===== config.mk =====
export PLATFORM = sky130hd
export DESIGN_NAME = banner
export DESIGN_NICKNAME = d
export VERILOG_FILES = /design/src/rtl/banner.sv
export SDC_FILE = /design/constraint.sdc
export NUM_CORES = 1
export LEC_CHECK = 0
export ABC_AREA = 1
export BUFFER_PORTS_ARGS = -buffer_cell sky130_fd_sc_hd__buf_2
export CAP_MARGIN = 20
export CORE_ASPECT_RATIO = 1.5
export CORE_MARGIN = 4
export CORE_UTILIZATION = 37
export CTS_CLUSTER_DIAMETER = 40
export DETAILED_ROUTE_END_ITERATION = 7
export GPL_TIMING_DRIVEN = 1
export MAX_ROUTING_LAYER = met4
export PLACE_DENSITY = 0.65
export SLEW_MARGIN = 20
export SYNTH_ARGS = -nofsm -noshare
export SYNTH_HDL_FRONTEND = slang
export SYNTH_SLANG_ARGS = --single-unit
export TNS_END_PERCENT = 30

===== constraint.sdc =====
create_clock -name clk -period 2.7 [get_ports clk]
set_input_delay 0.405 -clock clk [delete_from_list [all_inputs] [get_ports clk]]
set_output_delay 0.405 -clock clk [all_outputs]
set_load 0.05 [all_outputs]

===== src/rtl/banner.sv =====
`timescale 1ns/1ps
// Scrolling four-digit banner. A position pointer selects which slice of the
// message (digit i has value i) is shown; a prescaler paces the scroll steps.
module banner #(
    parameter int unsigned DIV     = 1,   // enabled clocks per scroll step, 1..65536
    parameter int unsigned MSG_LEN = 10   // message length, 4..16
) (
    input  logic       clk,
    input  logic       reset,
    input  logic       enable,
    input  logic       dir,
    output logic [3:0] dig_3,
    output logic [3:0] dig_2,
    output logic [3:0] dig_1,
    output logic [3:0] dig_0
);

    // Counter wide enough for DIV-1; DIV = 1 still gets a 1-bit (constant zero) counter.
    localparam int unsigned CW = (DIV > 1) ? $clog2(DIV) : 1;
    localparam logic [CW-1:0] CNT_MAX = CW'(DIV - 1);
    localparam logic [3:0]    POS_MAX = 4'(MSG_LEN - 1);
    localparam logic [4:0]    LEN     = 5'(MSG_LEN);

    logic [3:0]    pos_q, pos_d;
    logic [CW-1:0] cnt_q, cnt_d;
    logic          step;

    // (p + k) mod MSG_LEN without a divider; p < MSG_LEN and k <= 3 keep one subtract enough.
    function automatic logic [3:0] wrap_add(input logic [3:0] p, input logic [1:0] k);
        logic [4:0] s;
        s = {1'b0, p} + {3'b000, k};
        if (s >= LEN) begin
            s = s - LEN;
        end
        return s[3:0];
    endfunction

    // Next-state: prescaler advances on every enabled edge, position only on a step.
    always_comb begin
        step  = enable && (cnt_q == CNT_MAX);
        cnt_d = cnt_q;
        pos_d = pos_q;
        if (enable) begin
            cnt_d = step ? '0 : cnt_q + 1'b1;
        end
        if (step) begin
            if (dir) begin
                pos_d = (pos_q == POS_MAX) ? 4'd0 : pos_q + 4'd1;
            end else begin
                pos_d = (pos_q == 4'd0) ? POS_MAX : pos_q - 4'd1;
            end
        end
    end

    // State registers; reset clears position and prescaler without waiting for clk.
    always_ff @(posedge clk or posedge reset) begin
        if (reset) begin
            pos_q <= 4'd0;
            cnt_q <= '0;
        end else begin
            pos_q <= pos_d;
            cnt_q <= cnt_d;
        end
    end

    // Displayed digits depend on the registered position only.
    always_comb begin
        dig_3 = pos_q;
        dig_2 = wrap_add(pos_q, 2'd1);
        dig_1 = wrap_add(pos_q, 2'd2);
        dig_0 = wrap_add(pos_q, 2'd3);
    end

endmodule


==> results.cfg <==
[run_status]
run_status = finished, final reports clean

[die]
boundaryPins = 20
row_count = 20
die_w_um = 46.3
initial_core_util = 0.396
die_area_um2 = 3020
die_y_um = 65.4
coreArea_um2 = 2050

[layout]
finish.net_count = 175
seqCellArea_um2 = 128
drive_gt1_frac = 0.268
n_antenna_cell = 0
area_of_the_multi_input_gates_um2 = 579
layout-area-overhead-vs-synth_pct = 21.1
final_cell_count_no_fill = 179
fillCellCount = 227

[timing]
period_share = 0.922
fmax_mhz = 402
final-setup-viol-count = 0
skew_ns = 0.00102
final_number_of_hold_violating_endpoints = 0
tns_ns = 0
rsz0062_at_grt = false
final.setup.worst_slack_ns = 0.210
total_count_of_max_transition_violations_in_the_final_report = 0
max_slew.worst_pin.slew_ns = 0.421
period_minus_slack_ns = 2.49
max_slew_margin = 0.719

[critical_path]
worst_ep_required_time_ns = 2.30
crit_slowest_cell = sky130_fd_sc_hd__dfrtp_2
r2r_slack_ns = 1.28
worst-setup-path-type = reg2out
worstReg2RegEnd = dig_3[3]$_DFFE_PP0P_
crit_path_end_kind = output pin
critical_path_buf_inv_count = 3
timing.critical_path.arrival_ns = 2.08
cell_class_contributing_the_biggest_share_of_worst_path_delay = adder cells
sequence_of_cells_on_the_critical_path = clkinvlp_4 -> ha_2 -> inv_1 -> ha_1 -> or2_1 -> nand2_1 -> nand2_1 -> buf_2
cp_common_cell = sky130_fd_sc_hd__nand2_1
critical-path-max-stage-delay_ns = 0.42
crit_cells = 8
reg2reg_depth = 7
start_kind = register
critical_path.reg2reg.startpoint = dig_3[2]$_DFFE_PP0P_
critical_path.max_fanout = 6

[grt]
global_route.usage.total = 0.150
number_of_global_route_vias_before_repair = 838
grt_start_max_net_pins = 13
grt_overflow = 0
first_pass_grt_wire_length_mm = 3.37
initial_antenna_violation_count = 0

[clocking]
number_of_buffers_added_by_the_clock_tree_synthesis_step = 3
clock_slew_at_the_register_clock_pins_of_the_worst_setup_and_hold_paths_ns = 0.04
cts.path.max_buffers = 2
cts.root.buffer_cell = sky130_fd_sc_hd__clkbuf_4
clock_insertion_delay_worst_skew_ns = 0.24
postCtsHoldBufs = 0
cts_tree = yes
cts_num_sinks = 5
cts_max_level = 1

[synth]
synth-edff-count = 0
synth_top_flop_cell = sky130_fd_sc_hd__dfrtp_1
postSynthRegisterBits = 5
synth_area_um2 = 812
synth_warnings = 0
post_synth_num_cell_types = 19
synth.most_common_cell = sky130_fd_sc_hd__nand2_1
netlist.area_leader.share = 0.250
post_syn_nets = 150
post_synth_and_or_nand_nor_area_fraction = 0.431
synth-xor-area-share = 0.0200
post_synth_most_frequent_cells = sky130_fd_sc_hd__nand2_1 (54), sky130_fd_sc_hd__inv_1 (20), sky130_fd_sc_hd__ha_1 (13), sky130_fd_sc_hd__nand3_1 (13), sky130_fd_sc_hd__nor2_1 (6)
post_synthesis_adder_cell_area_fraction = 0.200
synth_top_family_by_area = simple AND/OR/NAND/NOR gates
synth_area_leader_cell = sky130_fd_sc_hd__nand2_1
synth-compound-area-share = 0.0524
synth_cells = 133
asyncSetResetFlopFracSynth = 1.00
ys_top_cells_by_area = sky130_fd_sc_hd__nand2_1 (25%), sky130_fd_sc_hd__ha_1 (20%), sky130_fd_sc_hd__dfrtp_1 (15%), sky130_fd_sc_hd__inv_1 (9.2%), sky130_fd_sc_hd__nand3_1 (8.0%)
synthesis.area_per_instance_um2 = 6.11
synth-seq-area-share = 0.154
synth.area.mux_share = 0

[worst_hold_path]
hold_path_class = in2async

[detailed_routing]
route.detailed.vias_per_inst = 4.72
drt_drc_violations_left = 0
detail_route.iter0.violations = 26
vias = 844
drt.antenna.violating_nets = 0
wl_mm = 1.79
avgRoutedWirePerCell_um = 10.0
drt-pass1-iter-count = 4

[place]
finalWeightedCongestion = 0.836
pre_cts_slack_ns = 0.369
hpwlAfterDp_mm = 1.47
port-buffer-count = 19
place.detailed.instances = 171

[run]
drv_cap = 0
-- repair_timing --
item | in CTS | in global routing
endpoints found under the setup margin | 0 | 6
buffers inserted | 0 | 4
resized for setup | 0 | 4
-- metal layers --
layer,GRT usage,share of wire
met1,0.168,0.43
met5,-,0
met4,0.0819,0.0084
met2,0.250,0.54
met3,0.0164,0.024
-- flip-flops by register name, summed over array words and instances, names as in the netlist --
register	flops
cnt_q	1
dig_3	4
-- kinds of logic (layout without fill, tap and decap cells) --
kind of cell    after synthesis  in the layout
flops                         5              5
xor+xnor                      1              1
simple gates                 81             81
buf+inv                      26             50
compound gates                7              7
fa+ha+maj                    13             13
-- worst max path at each step --
| stage | startpoint | to |
|---|---|---|
| CTS | dig_3[1]$_DFFE_PP0P_ | dig_2[2] |
| floorplan | dig_3[0]$_DFFE_PP0P_ | dig_0[1] |
| detailed placement | dig_3[1]$_DFFE_PP0P_ | dig_2[2] |
| global placement | dig_3[1]$_DFFE_PP0P_ | dig_0[1] |
| finish | dig_3[1]$_DFFE_PP0P_ | dig_2[2] |
| global route | dig_3[1]$_DFFE_PP0P_ | dig_0[1] |
-- cell type report --
type | count | share of cell area
Timing Repair Buffer | 23 | 0.132
Tap cell | 22 | 0.0280
Multi-Input combinational cell | 102 | 0.589
Inverter | 23 | 0.0941
Clock buffer | 4 | 0.0267
Sequential cell | 5 | 0.130
-- through the flow --
stage | instance area, um2 | hold WS, ns | util
2_1_floorplan | 820 | 0.183 | -
5_1_grt | 983 | 0.0421 | 0.479
3_3_place_gp | 916 | 0.306 | 0.446
3_5_place_dp | 916 | 0.311 | 0.446
4_1_cts | 942 | 0.0405 | 0.459
6_report | 983 | 0.0507 | 0.479
-- worst register-to-register path, cell delays in order, from the launching register on --
cell and delay, ns:
sky130_fd_sc_hd__dfrtp_1 0.54, sky130_fd_sc_hd__ha_1 0.32, sky130_fd_sc_hd__nand2_1 0.08, sky130_fd_sc_hd__nand2_1 0.07, sky130_fd_sc_hd__nand2_2 0.08, sky130_fd_sc_hd__nor2_1 0.11
sky130_fd_sc_hd__nor2_1 0.04, sky130_fd_sc_hd__a21oi_1 0.12
-- cell usage in the layout, fill, tap and decap left out, drive strengths merged --
master	netlist	routed
nor2	6	6
nand3	15	15
or2	1	1
xor2	1	1
a21oi	1	1
o211ai	2	2
inv	23	22
ha	13	13
buf	3	21
o31ai	1	1
clkinvlp	0	1
o21ai	3	3
dfrtp	5	5
nand2	58	58
clkbuf	0	6
and2	1	1
Power is not shown: default switching activity piles up to over one toggle a cycle in this logic, so the estimate is an artifact.
